**src/rtl/counter_sched_pkg.sv**
```systemverilog
// Shared types and sizing helpers for the round-robin counter scheduler.
package counter_sched_pkg;

  localparam int NREQ_DEF  = 4;
  localparam int WIDTH_DEF = 16;

  typedef enum logic [1:0] {
    IDLE = 2'd0,
    LOAD = 2'd1,
    RUN  = 2'd2,
    DONE = 2'd3
  } sched_state_t;

  // Index width for n requesters; never narrower than one bit.
  function automatic int idx_w(input int n);
    return (n > 1) ? $clog2(n) : 1;
  endfunction

  localparam int IDX_W_DEF = idx_w(NREQ_DEF);

endpackage

```
**src/rtl/counter_sched_arbiter.sv**
```systemverilog
// Combinational round-robin pick: first set request at or after rr_ptr_i, wrapping.
module rr_arbiter
  import counter_sched_pkg::*;
#(
  parameter int NREQ  = NREQ_DEF,
  parameter int IDX_W = idx_w(NREQ)
) (
  input  logic [NREQ-1:0]  req_i,
  input  logic [IDX_W-1:0] rr_ptr_i,
  output logic [IDX_W-1:0] win_idx_o,
  output logic             win_valid_o
);

  logic [IDX_W-1:0] cand_idx_s;

  // Scan upward from the pointer; the first hit wins and later hits are ignored.
  always_comb begin
    win_idx_o   = '0;
    win_valid_o = 1'b0;
    cand_idx_s  = '0;
    for (int k = 0; k < NREQ; k++) begin
      cand_idx_s = IDX_W'((int'(rr_ptr_i) + k) % NREQ);
      if (!win_valid_o && req_i[cand_idx_s]) begin
        win_valid_o = 1'b1;
        win_idx_o   = cand_idx_s;
      end else begin
        win_valid_o = win_valid_o;
      end
    end
  end

endmodule

```
**src/rtl/counter_sched.sv**
```systemverilog
// Round-robin scheduler sharing one up-counter between NREQ requesters.
module counter_sched
  import counter_sched_pkg::*;
#(
  parameter int NREQ  = NREQ_DEF,
  parameter int WIDTH = WIDTH_DEF
) (
  input  logic                  clk,
  input  logic                  rst,
  input  logic [NREQ-1:0]       req,
  input  logic [NREQ*WIDTH-1:0] start_val,
  input  logic [NREQ*WIDTH-1:0] limit_val,
  output logic [NREQ-1:0]       grant,
  output logic                  busy,
  output logic [WIDTH-1:0]      value,
  output logic [NREQ-1:0]       done
);

  localparam int IDX_W = idx_w(NREQ);

  sched_state_t     state_q, state_d;
  logic [IDX_W-1:0] idx_q, idx_d;
  logic [IDX_W-1:0] rr_ptr_q, rr_ptr_d;
  logic [WIDTH-1:0] start_q, start_d;
  logic [WIDTH-1:0] limit_q, limit_d;
  logic [WIDTH-1:0] count_q, count_d;
  logic [NREQ-1:0]  grant_q, grant_d;
  logic [NREQ-1:0]  done_q, done_d;
  logic             busy_q, busy_d;

  logic [IDX_W-1:0] win_idx_s;
  logic             win_valid_s;
  logic [NREQ-1:0]  win_onehot_s;
  logic             owner_req_s;
  logic [WIDTH-1:0] start_arr_s [NREQ];
  logic [WIDTH-1:0] limit_arr_s [NREQ];

  for (genvar g = 0; g < NREQ; g++) begin : g_unpack
    assign start_arr_s[g] = start_val[g*WIDTH +: WIDTH];
    assign limit_arr_s[g] = limit_val[g*WIDTH +: WIDTH];
  end

  rr_arbiter #(
    .NREQ  (NREQ),
    .IDX_W (IDX_W)
  ) u_arb (
    .req_i       (req),
    .rr_ptr_i    (rr_ptr_q),
    .win_idx_o   (win_idx_s),
    .win_valid_o (win_valid_s)
  );

  assign win_onehot_s = {{(NREQ-1){1'b0}}, 1'b1} << win_idx_s;
  assign owner_req_s  = req[idx_q];

  // Next-state, job latch and counter update; the owner dropping its request aborts LOAD/RUN.
  always_comb begin
    state_d  = state_q;
    idx_d    = idx_q;
    rr_ptr_d = rr_ptr_q;
    start_d  = start_q;
    limit_d  = limit_q;
    count_d  = count_q;
    grant_d  = grant_q;
    case (state_q)
      IDLE: begin
        if (win_valid_s) begin
          state_d  = LOAD;
          idx_d    = win_idx_s;
          start_d  = start_arr_s[win_idx_s];
          limit_d  = limit_arr_s[win_idx_s];
          grant_d  = win_onehot_s;
          rr_ptr_d = IDX_W'((int'(win_idx_s) + 1) % NREQ);
        end else begin
          grant_d = '0;
        end
      end
      LOAD: begin
        if (!owner_req_s) begin
          state_d = IDLE;
          grant_d = '0;
        end else begin
          state_d = RUN;
          count_d = start_q;
        end
      end
      RUN: begin
        if (!owner_req_s) begin
          state_d = IDLE;
          grant_d = '0;
        end else if (count_q == limit_q) begin
          state_d = DONE;
        end else begin
          count_d = count_q + {{(WIDTH-1){1'b0}}, 1'b1};
        end
      end
      DONE: begin
        state_d = IDLE;
        grant_d = '0;
      end
      default: begin
        state_d = IDLE;
        grant_d = '0;
      end
    endcase
    // done is registered so it lines up with the cycle spent in DONE
    done_d = (state_d == DONE) ? grant_d : '0;
    busy_d = (state_d != IDLE);
  end

  // State and datapath registers.
  always_ff @(posedge clk or posedge rst) begin
    if (rst) begin
      state_q  <= IDLE;
      idx_q    <= '0;
      rr_ptr_q <= '0;
      start_q  <= '0;
      limit_q  <= '0;
      count_q  <= '0;
      grant_q  <= '0;
      done_q   <= '0;
      busy_q   <= 1'b0;
    end else begin
      state_q  <= state_d;
      idx_q    <= idx_d;
      rr_ptr_q <= rr_ptr_d;
      start_q  <= start_d;
      limit_q  <= limit_d;
      count_q  <= count_d;
      grant_q  <= grant_d;
      done_q   <= done_d;
      busy_q   <= busy_d;
    end
  end

  assign grant = grant_q;
  assign busy  = busy_q;
  assign value = count_q;
  assign done  = done_q;

endmodule

```
**config.mk**
```make
export PLATFORM = sky130hd
export DESIGN_NAME = counter_sched
export DESIGN_NICKNAME = d
export VERILOG_FILES = /design/src/rtl/counter_sched_pkg.sv /design/src/rtl/counter_sched_arbiter.sv /design/src/rtl/counter_sched.sv
export SDC_FILE = /design/constraint.sdc
export NUM_CORES = 1
export LEC_CHECK = 0
export CORE_UTILIZATION = 45
export CTS_BUF_LIST = sky130_fd_sc_hd__clkbuf_8 sky130_fd_sc_hd__clkbuf_16
export DETAILED_ROUTE_END_ITERATION = 10
export PLACE_DENSITY = 0.82
export SLEW_MARGIN = 0
export SYNTH_ARGS = -nofsm -noshare
export SYNTH_HDL_FRONTEND = slang
export SYNTH_SLANG_ARGS = --single-unit
```
**constraint.sdc**
```tcl
create_clock -name clk -period 2.53 [get_ports clk]
set_input_delay 0.759 -clock clk [delete_from_list [all_inputs] [get_ports clk]]
set_output_delay 0.759 -clock clk [all_outputs]
set_load 0.01 [all_outputs]
```
# Word level (Yosys, flattened, before mapping)
# Cells that the tools add are included.
# word_totals
regBits,63
inputBits,134
output_inout_bits,25
elab_cells,79
# op_classes
add_sub_neg,5
magnitude_cmp,6
eq_ne,8
n_shift,1
n_mux,37
n_bitwise,1
n_reduce_logical,12
# ops
op,n
16-bit 2-to-1 mux,7
16-bit binary-select mux with 2-bit select,2
16-bit one-hot mux with 2 select lines,1
16-bit by 1-bit adder with 16-bit output (second input constant),1
16-bit equality test,1
2-bit 2-to-1 mux,8
2-bit by 3-bit less-than comparator with 1-bit output (second input constant),5
4-bit 2-to-1 mux,3
4-bit one-hot mux with 3 select lines,1
1-bit binary-select mux with 2-bit select,5
1-bit 2-to-1 mux,9
2-bit one-hot mux with 4 select lines,1
2-bit equality test (second input constant),3
2-bit inequality test (second input constant),3
2-bit by 1-bit adder with 2-bit output (second input constant),2
2-bit adder (second input constant),2
4-bit AND reduction,1
2-bit nonzero test,2
1-bit by 2-bit << shifter with 4-bit output (first input constant),1
3-bit greater-or-equal comparator (second input constant),1
1-bit logical AND,3
1-bit zero test,3
2-bit inverter with 3-bit output,1
2-bit by 1-bit equality test with 1-bit output (second input constant),1
other kinds (3),3

# Depth between registers and ports, before layout
# Gate-level depths: netlist (run 1).
# logic_depth
depth_word,16
depth_mapped,9
mapped_depth_nobuf,7

# Modules after synthesis
# Synthesis (run 1) repeated with hierarchy kept, for this count alone.
# hier_totals
cells_unflattened,389
area_unflattened_um2,4284.1
# modules_own_cells
module,instances,cells_per_inst,area_each_um2,seq_area_each_um2
counter_sched,1,374,4206.5,1576.5
rr_arbiter,1,15,77.6,0.0

# Worst setup path after synthesis (run 1)
# No wires, ideal clock.
# synth_path
kind,in2reg
start,input port req[2]
end,register done_q[0] (netlist: done[0])
setup_ns,0.131
arrival_time_ns,2.157
t_required_ns,2.399
setup_slack_ns,0.241
path_stages,9
n_path_buf,2
cell_sequence,inv_1 o221ai_1 a21oi_1 buf_4 buf_4 inv_1 ha_1 a22o_1 nor2b_1
# synth_via
elab_chain_len,16
word_cells_on_any_way,34
cone_classes,eq/ne (1); shift (1); mux (26); reduce/logical (6)
# synth_rtl
element,line,text
"start, declared",counter_sched.sv:10,"input logic [NREQ-1:0] req,"
1-bit binary-select mux with 2-bit select,counter_sched_arbiter.sv:23,if (!win_valid_o && req_i[cand_idx_s]) begin
1-bit 2-to-1 mux (implied by the code),counter_sched_arbiter.sv:23,
1-bit 2-to-1 mux,counter_sched_arbiter.sv:23,
1-bit zero test,counter_sched_arbiter.sv:23,
1-bit logical AND,counter_sched_arbiter.sv:23,
1-bit 2-to-1 mux,counter_sched_arbiter.sv:23,
1-bit zero test,counter_sched_arbiter.sv:23,
1-bit logical AND,counter_sched_arbiter.sv:23,
[... 3 more ...],-,
2-bit 2-to-1 mux (*),counter_sched_arbiter.sv:23,
named net u_arb.win_idx_o[0],counter_sched_arbiter.sv:10,"output logic [IDX_W-1:0] win_idx_o,"
1-bit by 2-bit << shifter with 4-bit output (*),counter_sched.sv:53,"assign win_onehot_s = {{(NREQ-1){1'b0}}, 1'b1} << win_idx_s;"
4-bit 2-to-1 mux (*),counter_sched.sv:67,if (win_valid_s) begin
4-bit one-hot mux with 3 select lines (*),counter_sched.sv:65,case (state_q)
named net grant_d[0],counter_sched.sv:27,"logic [NREQ-1:0] grant_q, grant_d;"
4-bit 2-to-1 mux (*),counter_sched.sv:107,done_d = (state_d == DONE) ? grant_d : '0;
named net done_d[0],counter_sched.sv:28,"logic [NREQ-1:0] done_q, done_d;"
"end signal, assigned",counter_sched.sv:131,done_q <= done_d;
"end, declared",counter_sched.sv:28,
# The timed path passes the listed nets; every way through them passes the cells marked *. The select of a mux whose other input is x is not followed.
# A chain may end at the register's enable or synchronous reset.

# Worst setup path in the final report (run 1)
# layout_path
start,input port req[1]
end,register busy_q (netlist: busy)
# layout_via
elab_chain_len,15
word_cells_on_any_way,25
cone_classes,mux (18); reduce/logical (7)
# layout_rtl
element,line,text
1-bit binary-select mux with 2-bit select,counter_sched_arbiter.sv:23,
1-bit 2-to-1 mux (implied by the code),counter_sched_arbiter.sv:23,
1-bit 2-to-1 mux,counter_sched_arbiter.sv:23,
1-bit zero test,counter_sched_arbiter.sv:23,
1-bit logical AND,counter_sched_arbiter.sv:23,
1-bit 2-to-1 mux,counter_sched_arbiter.sv:23,
1-bit zero test,counter_sched_arbiter.sv:23,
1-bit logical AND,counter_sched_arbiter.sv:23,
1-bit 2-to-1 mux,counter_sched_arbiter.sv:23,
1-bit zero test,counter_sched_arbiter.sv:23,
1-bit logical AND,counter_sched_arbiter.sv:23,
1-bit 2-to-1 mux,counter_sched_arbiter.sv:23,
2-bit 2-to-1 mux,counter_sched.sv:67,
2-bit one-hot mux with 4 select lines (*),counter_sched.sv:65,
2-bit nonzero test (*),counter_sched.sv:108,busy_d = (state_d != IDLE);
named net busy_d,counter_sched.sv:29,"logic busy_q, busy_d;"
"end signal, assigned",counter_sched.sv:132,busy_q <= busy_d;
"end, declared",counter_sched.sv:29,
# Marks and branches as above.

==> impl_metrics.env, run 1 <==
export IMPL_drv_slew=0
export IMPL_number_of_enable_flip_flop_cells_after_synthesis=0
export IMPL_synthDominantCellAreaShare_pct=38.3
export IMPL_io_pins=159
export IMPL_pin_count_of_the_biggest_net_entering_global_routing=34
export IMPL_synth_lib_cells_used_distinct=53
export IMPL_dieHeight_um=97.6
export IMPL_finalWorstPathRequiredPeriod_ns=2.34
export IMPL_p_per_area_nw_per_um2=1040
export IMPL_post_cts_resized_instances=0
export IMPL_worst_endpoint_arrival_ns=2.55
export IMPL_floorplan_initialDensity_pct=46.7
export IMPL_cts_hold_repair_buffers=0
export IMPL_final_min_period_over_clock_period_pct=92.7
export IMPL_grt_total_usage_pct=27.8
export IMPL_detail_route_iter0_violations=268
export IMPL_cell_area_after_synthesis_um2=4120
export IMPL_critical_path_n_buffers_inverters=2
export IMPL_synth_seq_area_share_pct=38.3
export IMPL_routedWlPerCell_um=18.0
export IMPL_critical_path_max_stage_delay_ns=0.49
export IMPL_dr_drc_count=8
export IMPL_layout_cells_most_common="sky130_fd_sc_hd__clkdlybuf4s50_1"
export IMPL_fp_row_count=34
export IMPL_grt_overflow_total=0
export IMPL_cts_made_buffers=9
export IMPL_drive_above_1_share_pct=11.0
export IMPL_core_um2=8810
export IMPL_fin_skew_ns=0.00940
export IMPL_crit_path_start_kind="primary input"
export IMPL_clk_transition_reported_paths_ns=0.07
export IMPL_finish_net_count=749
export IMPL_post_cts_setup_buffer_count=0
export IMPL_setup_ws_ns=0.186
export IMPL_depth_of_the_cts_h_tree=3
export IMPL_grt_first_pass_wirelength_um=20800
export IMPL_worst_path_max_fanout=4
export IMPL_irDropWorstVdd_uv=551
export IMPL_syn_area_per_cell_um2=9.71
export IMPL_largest_area_contributor_in_the_synthesized_netlist="sky130_fd_sc_hd__dfrtp_1"
export IMPL_cts_path_max_buffers=2
export IMPL_buffer_ports_inserted=158
export IMPL_detailroute_via_count=4300
export IMPL_finalHoldViolations=0
export IMPL_synth_main_ff_cell="sky130_fd_sc_hd__dfrtp_1"
export IMPL_setup_violations=0
export IMPL_post_synth_main_area_contributors="sky130_fd_sc_hd__dfrtp_1, sky130_fd_sc_hd__mux2i_1, sky130_fd_sc_hd__o221ai_1, sky130_fd_sc_hd__nand2_1, sky130_fd_sc_hd__xor2_1"
export IMPL_n_antenna_cell=0
export IMPL_cp_cell_sequence="clkdlybuf4s50_1 > buf_4 > o41a_1 > o21ai_1 > o21ai_1 > o21ai_0 > o221ai_1"
export IMPL_worst_r2r_setup_slack_ns=0.30
export IMPL_area_growth_pct=54.5
export IMPL_headroom_to_the_max_slew_limit_pct=55.0
export IMPL_detail_route_wirelength_um=13000
export IMPL_timing_limited_maximum_frequency_mhz=427
export IMPL_tritoncts_clock_tree="done"
export IMPL_postRouteAntennaNets=0
export IMPL_critical_path_most_common_cell="sky130_fd_sc_hd__o21ai_1"
export IMPL_worst_ep_required_time_ns=2.74
export IMPL_syn_num_nets=567
export IMPL_pre_cts_slack_ns=-0.147
export IMPL_tightest_hold_check_type="flip-flop to flip-flop"
export IMPL_finalPower_w=0.00661
export IMPL_source_to_sink_clock_delay_at_the_later_pin_of_the_worst_skew_pair_ns=0.35
export IMPL_hpwlAfterDp_um=9980
export IMPL_crit_path_top_delay_cell="sky130_fd_sc_hd__o41a_1"
export IMPL_place_congestion=0.934
export IMPL_ctsRootBufferMaster="sky130_fd_sc_hd__clkbuf_8"
export IMPL_maxCapViolCount=0
export IMPL_die_width_um=97.6
export IMPL_synth_seq_cells=63
export IMPL_synth_cells=424
export IMPL_transition_time_of_the_tightest_slew_check_pin_ns=0.670
export IMPL_worst_hold_check_slack_ns=0.499
export IMPL_timing_worst_setup_path_type="primary input to flip-flop"
export IMPL_violations="design-rule violations"
export IMPL_run_status="finished, violations left"
export IMPL_die_area_um2=9530
export IMPL_power_leakage_nw=2.75
export IMPL_first_global_vias=4312
export IMPL_clock_sinks=63
export IMPL_antenna_found_initial=0
export IMPL_async_flop_share_pct=100
export IMPL_most_used_cells_in_the_layout_excluding_fill_and_tap_cells="sky130_fd_sc_hd__clkdlybuf4s50_1, sky130_fd_sc_hd__mux2i_1, sky130_fd_sc_hd__dfrtp_1"
export IMPL_end_kind="flip-flop"
export IMPL_drt_pass1_iter_count=8
export IMPL_layout_filler_cell_count=626
export IMPL_cpLargestDelayFamily="compound AO/OA/AOI/OAI gates"
export IMPL_post_drt_via_cell_ratio=5.98
export IMPL_grt_setup_unrepaired="no"
export IMPL_yosysWarningCount=0
cells by family after synthesis:
kind of cell / after synthesis / synth area share (%)
muxes: 65 / 16.1
buffers and inverters: 46 / 5.59
adders and majority gates: 9 / 2.74
AOI/OAI and AO/OA: 97 / 18.2
DFF: 63 / 38.3
xor gates and xnor gates: 16 / 3.40
and+or+nand+nor: 128 / 15.6
layout make-up:
| type | instances | area (µm²) | area share [%] |
|---|---|---|---|
| inverter | 14 | 52.6 | 0.826 |
| timing repair buffer | 203 | 2070 | 32.5 |
| tap | 108 | 135 | 2.12 |
| clock buffer | 9 | 124 | 1.95 |
| multi-input combinational | 315 | 2320 | 36.5 |
| sequential | 63 | 1580 | 24.8 |
| clock inverter | 7 | 81.3 | 1.28 |
path summary, 6_finish.rpt:
| path | startpoint | to | depth (start not counted) |
|---|---|---|---|
| min in group asynchronous | rst | done[1] | 2 |
| worst min-delay path | start_q[13] | value[13] | 1 |
| max in group asynchronous | rst | start_q[0] | 3 |
| worst max-delay path | req[1] | busy | 7 |
| worst max register to register | value[6] | done[0] | 6 |
| worst min register to register | start_q[13] | value[13] | 1 |
metal layers:
layer  GRT usage, %  vias to the layer above  routed length [µm]
met5              0                        -                   0
met4           10.5                        0                 245
met3           5.18                       25                 999
met2           47.9                      236                6590
met1           34.5                     2061                5130
li1               -                     1978                   -
worst reg2reg max path, stage by stage, from the launching register on:
cell and delay [ns]:
sky130_fd_sc_hd__dfrtp_1 0.49, sky130_fd_sc_hd__xor2_1 0.21, sky130_fd_sc_hd__nor4_1 0.34, sky130_fd_sc_hd__and4_1 0.50, sky130_fd_sc_hd__buf_4 0.25, sky130_fd_sc_hd__o211ai_1 0.19, sky130_fd_sc_hd__nor2b_1 0.17
registers in the layout (all words and copies together) (netlist names):
register  cells
idx_q         2
start_q      16
grant         4
busy          1
done          4
rr_ptr_q      2
value        16
limit_q      16
state_q       2
through the flow:
stage | TNS (ns) | cell area, µm² | util, % | instances
after floorplan | 0 | 4120 | - | 424
after global placement | -2.03 | 6150 | 69.9 | 703
final | 0 | 6360 | 72.2 | 719
after CTS | 0 | 6360 | 72.2 | 719
after detailed placement | -3.83 | 6150 | 69.9 | 703
after global routing | 0 | 6360 | 72.2 | 719
Yosys cell counts, drive strengths merged, types with 9 or more instances:
cell	n
nand3	14
xor2	16
clkbuf	11
nor2	16
ha	9
o21ai	9
a21oi	15
dfrtp	63
nand2	50
inv	14
buf	21
o221ai	35
mux2i	64
power by group:
| part | total, W | internal, W | switching [W] | leakage (nW) |
|---|---|---|---|---|
| registers | 0.00201 | 0.00147 | 0.000537 | 0.780 |
| logic | 0.00366 | 0.00193 | 0.00173 | 1.85 |
| clock network | 0.000940 | 0.000541 | 0.000399 | 0.117 |
| total | 0.00661 | 0.00395 | 0.00266 | 2.75 |
Power figures use the tool's default switching activity.
==> run 2: changes to the inputs <==
--- a/config.mk
+++ b/config.mk
@@ -8,6 +8,7 @@
 export CORE_UTILIZATION = 45
 export CTS_BUF_LIST = sky130_fd_sc_hd__clkbuf_8 sky130_fd_sc_hd__clkbuf_16
 export DETAILED_ROUTE_END_ITERATION = 10
+export GPL_TIMING_DRIVEN = 0
 export PLACE_DENSITY = 0.82
 export SLEW_MARGIN = 0
 export SYNTH_ARGS = -nofsm -noshare
==> run 2 against run 1 <==
The flow still finishes with violations (design-rule violations). Maximum frequency up 1.3%. Die area unchanged. Clock skew up 0.0025 ns. Non-clock buffer count down 7. Clock power up 3.2%. Critical path depth down 1. Count of clock-buffer cells in the layout up 1. Combinational power down 4%. Final area down 2.9%. First-iteration DRC count up 13%. Via count down 1.6%. Critical endpoint is now value[10].
==> impl_metrics.env, run 2 (synthesis gave the netlist of run 1 again) <==
export IMPL_drt_pass1_iter_count=8
export IMPL_post_route_insts_no_fill=711
export IMPL_use_met3_pct=4.24
export IMPL_cts_made_buffers=9
export IMPL_power_leakage_nw=2.68
export IMPL_grt_util_met2_pct=49.0
export IMPL_cts_path_max_buffers=2
export IMPL_setup_violations=0
export IMPL_cts_hold_repair_buffers=0
export IMPL_timing_worst_setup_path_type="flip-flop to flip-flop"
export IMPL_finalPower_w=0.00641
export IMPL_place_congestion=0.910
export IMPL_buffer_ports_inserted=158
export IMPL_finalHoldViolations=0
export IMPL_finalWorstPathRequiredPeriod_ns=2.31
export IMPL_rr_startpoint="value[1]"
export IMPL_end_kind="flip-flop"
export IMPL_dr_drc_count=8
export IMPL_post_route_cell_area_um2=6180
export IMPL_hold_path_startpoint="start_q[2]"
export IMPL_holdPathStages=2
export IMPL_tritoncts_clock_tree="done"
export IMPL_most_used_routing_layer_in_global_routing="met2"
export IMPL_first_global_vias=4325
export IMPL_grt_total_usage_pct=29.0
export IMPL_clock_sinks=63
export IMPL_n_antenna_cell=0
export IMPL_run_status="finished, violations left"
export IMPL_depth_of_the_cts_h_tree=3
export IMPL_detailroute_via_count=4233
export IMPL_worst_r2r_setup_slack_ns=0.22
export IMPL_place_inst=691
export IMPL_worst_endpoint_arrival_ns=2.52
export IMPL_drv_slew=0
export IMPL_pin_count_of_the_biggest_net_entering_global_routing=45
export IMPL_die_width_um=97.6
export IMPL_grt_first_pass_wirelength_um=21700
export IMPL_fin_skew_ns=0.0119
export IMPL_final_setup_tns_ns=0
export IMPL_detail_route_iter0_violations=302
export IMPL_area_growth_pct=50.0
export IMPL_timing_limited_maximum_frequency_mhz=432
export IMPL_io_pins=159
export IMPL_worst_path_max_fanout=10
export IMPL_floorplan_initialDensity_pct=46.7
export IMPL_drive_above_1_share_pct=10.3
export IMPL_clk_transition_reported_paths_ns=0.08
export IMPL_layout_filler_cell_count=681
export IMPL_irDropWorstVdd_uv=449
export IMPL_layout_cells_most_common="sky130_fd_sc_hd__clkdlybuf4s50_1"
export IMPL_p_per_area_nw_per_um2=1040
export IMPL_finish_net_count=742
export IMPL_crit_path_start_kind="flip-flop"
export IMPL_maxCapViolCount=0
export IMPL_die_area_um2=9530
export IMPL_worst_ep_required_time_ns=2.74
export IMPL_globalRouteMet1Util_pct=37.8
export IMPL_routedWlPerCell_um=19.0
export IMPL_placement_cell_area_um2=5850
export IMPL_most_used_cells_in_the_layout_excluding_fill_and_tap_cells="sky130_fd_sc_hd__clkdlybuf4s50_1, sky130_fd_sc_hd__mux2i_1, sky130_fd_sc_hd__dfrtp_1"
export IMPL_fp_row_count=34
export IMPL_tightest_hold_check_type="flip-flop to flip-flop"
export IMPL_ctsRootBufferMaster="sky130_fd_sc_hd__clkbuf_8"
export IMPL_detail_route_wirelength_um=13500
export IMPL_violations="design-rule violations"
export IMPL_hpwlAfterDp_um=10500
export IMPL_grt_overflow_total=0
export IMPL_dieHeight_um=97.6
export IMPL_final_min_period_over_clock_period_pct=91.5
export IMPL_worst_hold_check_slack_ns=0.506
export IMPL_transition_time_of_the_tightest_slew_check_pin_ns=0.563
export IMPL_core_um2=8810
export IMPL_headroom_to_the_max_slew_limit_pct=62.2
export IMPL_source_to_sink_clock_delay_at_the_later_pin_of_the_worst_skew_pair_ns=0.34
export IMPL_antenna_found_initial=0
export IMPL_reg2reg_depth=6
export IMPL_grt_setup_unrepaired="no"
export IMPL_terminus_of_the_critical_flop_to_flop_path="value[10]"
export IMPL_hold_path_end="start_q[2]"
export IMPL_post_drt_via_cell_ratio=5.95
export IMPL_postRouteAntennaNets=0
[run 2: worst max path at each step]
stage / start / endpoint / slack (ns) / cells past startpoint
after floorplan: rst / busy / 0.20 / 1
after global placement: rst / limit_q[13] / -0.84 / 2
after detailed placement: req[0] / done[0] / -0.69 / 10
after CTS: req[3] / value[2] / 0.008 / 7
after global routing: value[5] / value[10] / 0.05 / 6
final: value[1] / value[10] / 0.22 / 6
[run 2: cell type report]
class	instances	area [µm²]	share of cell area [%]
clock buffer	10	138	2.23
sequential	63	1580	25.5
clock inverter	5	73.8	1.20
multi-input combinational	315	2330	37.7
inverter	14	52.6	0.851
buffer	32	208	3.36
timing repair buffer	164	1660	26.9
tap	108	135	2.19
[run 2: metrics by stage]
stage / worst slack, ns / utilization [%]
final: 0.215 / 70.1
after global routing: 0.0539 / 70.1
after CTS: 0.00845 / 69.8
after detailed placement: -0.686 / 66.5
after global placement: -0.841 / 66.2
after floorplan: 0.201 / -
[run 2: what timing repair did]
item	CTS	global route
gates resized for setup	12	21
setup endpoints to repair	44	44
pin swaps	1	1
setup buffers	5	0
gates cloned	0	0
[run 2: worst max-delay path, stage by stage, from the launching register on]
cell                      delay (ns)
sky130_fd_sc_hd__dfrtp_1        0.49
sky130_fd_sc_hd__xor2_1         0.20
sky130_fd_sc_hd__nor4_1         0.40
sky130_fd_sc_hd__nand4_1        0.42
sky130_fd_sc_hd__buf_2          0.35
sky130_fd_sc_hd__a41oi_1        0.21
sky130_fd_sc_hd__o22ai_1        0.10
[run 2: metal layers]
metal / vias to the layer above / part of all wire (%)
met5: - / 0
met4: 0 / 1.7
met3: 21 / 6.9
met2: 210 / 50
met1: 2050 / 41
li1: 1952 / -
[run 2: power breakdown]
| part | switching [W] | leakage (nW) | internal, W |
|---|---|---|---|
| clock network | 0.000401 | 0.113 | 0.000570 |
| logic | 0.00182 | 1.79 | 0.00168 |
| registers | 0.000470 | 0.780 | 0.00147 |
| total | 0.00269 | 2.68 | 0.00373 |
==> run 3: changes to the inputs <==
--- a/config.mk
+++ b/config.mk
@@ -5,9 +5,11 @@
 export SDC_FILE = /design/constraint.sdc
 export NUM_CORES = 1
 export LEC_CHECK = 0
+export CORE_MARGIN = 5
 export CORE_UTILIZATION = 45
 export CTS_BUF_LIST = sky130_fd_sc_hd__clkbuf_8 sky130_fd_sc_hd__clkbuf_16
 export DETAILED_ROUTE_END_ITERATION = 10
+export GPL_ROUTABILITY_DRIVEN = 0
 export GPL_TIMING_DRIVEN = 0
 export PLACE_DENSITY = 0.82
 export SLEW_MARGIN = 0
==> run 3 against run 2 <==
The run now ends clean. Maximum frequency is 8.3% lower. Critical path type is now primary input to flip-flop. Worst hold slack worse by 0.020 ns. Clock power is 14% lower. Clock skew is 0.0047 ns lower. Sequential power hardly changed. Worst setup slack worse by 0.21 ns. Core utilization is 2.1 points lower. Register-to-register slack better by 0.05 ns. Count of clock-buffer cells in the layout is 1 lower. Critical endpoint is now value[8].
==> impl_metrics.env, run 3 (synthesis gave the netlist of run 1 again) <==
export IMPL_cts_hold_repair_buffers=0
export IMPL_cts_made_buffers=9
export IMPL_source_to_sink_clock_delay_at_the_later_pin_of_the_worst_skew_pair_ns=0.35
export IMPL_worst_ep_required_time_ns=2.73
export IMPL_postRouteAntennaNets=0
export IMPL_clk_transition_reported_paths_ns=0.07
export IMPL_drt_pass1_iter_count=7
export IMPL_n_antenna_cell=0
export IMPL_timing_limited_maximum_frequency_mhz=396
export IMPL_tritoncts_clock_tree="done"
export IMPL_headroom_to_the_max_slew_limit_pct=66.7
export IMPL_finalPower_w=0.00633
export IMPL_setup_violations=0
export IMPL_finish_net_count=742
export IMPL_power_leakage_nw=2.65
export IMPL_antenna_found_initial=0
export IMPL_dr_drc_count=0
export IMPL_finalHoldViolations=0
export IMPL_pin_count_of_the_biggest_net_entering_global_routing=42
export IMPL_detail_route_iter0_violations=388
export IMPL_layout_filler_cell_count=721
export IMPL_timing_worst_setup_path_type="primary input to flip-flop"
export IMPL_ctsRootBufferMaster="sky130_fd_sc_hd__clkbuf_8"
export IMPL_die_width_um=106
export IMPL_layout_cells_most_common="sky130_fd_sc_hd__clkdlybuf4s50_1"
export IMPL_grt_total_usage_pct=23.7
export IMPL_fp_row_count=35
export IMPL_finalWorstPathRequiredPeriod_ns=2.52
export IMPL_post_drt_via_cell_ratio=5.99
export IMPL_crit_path_start_kind="primary input"
export IMPL_routedWlPerCell_um=19.2
export IMPL_drv_slew=0
export IMPL_transition_time_of_the_tightest_slew_check_pin_ns=0.499
export IMPL_maxCapViolCount=0
export IMPL_buffer_ports_inserted=158
export IMPL_run_status="complete, no violations"
export IMPL_irDropWorstVdd_uv=438
export IMPL_clock_sinks=63
export IMPL_final_setup_tns_ns=0
export IMPL_die_area_um2=11200
export IMPL_hpwlAfterDp_um=10500
export IMPL_depth_of_the_cts_h_tree=3
export IMPL_tightest_hold_check_type="flip-flop to flip-flop"
export IMPL_most_used_cells_in_the_layout_excluding_fill_and_tap_cells="sky130_fd_sc_hd__clkdlybuf4s50_1, sky130_fd_sc_hd__mux2i_1, sky130_fd_sc_hd__dfrtp_1"
export IMPL_area_growth_pct=49.9
export IMPL_detailroute_via_count=4276
export IMPL_first_global_vias=4280
export IMPL_worst_path_max_fanout=10
export IMPL_detail_route_wirelength_um=13700
export IMPL_fin_skew_ns=0.00725
export IMPL_drive_above_1_share_pct=9.95
export IMPL_end_kind="flip-flop"
export IMPL_p_per_area_nw_per_um2=1030
export IMPL_io_pins=159
export IMPL_grt_overflow_total=0
export IMPL_fin_util_pct=68.1
export IMPL_core_um2=9060
export IMPL_dieHeight_um=106
export IMPL_floorplan_initialDensity_pct=45.4
export IMPL_worst_endpoint_arrival_ns=2.73
export IMPL_pre_cts_slack_ns=-0.696
export IMPL_setup_ws_ns=0.00617
export IMPL_cts_path_max_buffers=2
export IMPL_final_min_period_over_clock_period_pct=99.8
export IMPL_grt_first_pass_wirelength_um=21200
## run 3: worst max-delay path, stage by stage
cell and delay, ns:
sky130_fd_sc_hd__clkdlybuf4s50_1 0.53, sky130_fd_sc_hd__mux4_2 0.56, sky130_fd_sc_hd__o21ai_2 0.14, sky130_fd_sc_hd__clkbuf_4 0.27, sky130_fd_sc_hd__nor2_1 0.10, sky130_fd_sc_hd__a211oi_2 0.28
sky130_fd_sc_hd__a311oi_2 0.08
## run 3: cell type report
class	instances	area, µm²	share of cell area (%)
sequential	63	1580	25.6
clock inverter	6	53.8	0.872
inverter	14	52.6	0.852
clock buffer	9	124	2.01
buffer	31	211	3.43
tap	111	139	2.25
timing repair buffer	165	1670	27.1
multi-input combinational	315	2340	38.0
## run 3: per-layer routing
metal	part of all wire (%)	GRT usage, %	wire (µm)
met5	0	0	0
met1	38	30.6	5240
met4	1.9	7.12	262
met2	50	39.6	6820
met3	10	5.45	1380
## run 3: metrics by stage
| stage | cell area, µm² | hold WS (ns) | cells |
|---|---|---|---|
| 2_1_floorplan | 4120 | 0.448 | 424 |
| 3_3_place_gp | 5840 | 0.473 | 693 |
| 3_5_place_dp | 5860 | 0.472 | 694 |
| 4_1_cts | 6060 | 0.481 | 711 |
| 5_1_grt | 6170 | 0.524 | 714 |
| 6_report | 6170 | 0.486 | 714 |
## run 3: final timing paths
path                       slack [ns]    endpoint  depth (start not counted)   startpoint
min in group asynchronous        0.75        busy                          2          rst
max in group asynchronous        1.19  limit_q[7]                          3          rst
hold reg to reg                  0.49   value[13]                          1  start_q[13]
hold / removal                   0.49   value[13]                          1  start_q[13]
setup / recovery                0.006    value[8]                          7       req[0]
setup reg to reg                 0.27   value[10]                          6     value[6]
## run 3: repair_timing
action	4_1_cts	5_1_grt
cloned	0	1
endpoints found under the hold margin	0	0
gates resized for setup	8	19
endpoints found under the setup margin	40	47
setup buffers	3	2
pin swaps	1	1
## run 3: power by group
| group | internal [W] | switching (W) | total (W) |
|---|---|---|---|
| Sequential | 0.00147 | 0.000475 | 0.00195 |
| Combinational | 0.00171 | 0.00183 | 0.00354 |
| Clock | 0.000439 | 0.000397 | 0.000836 |
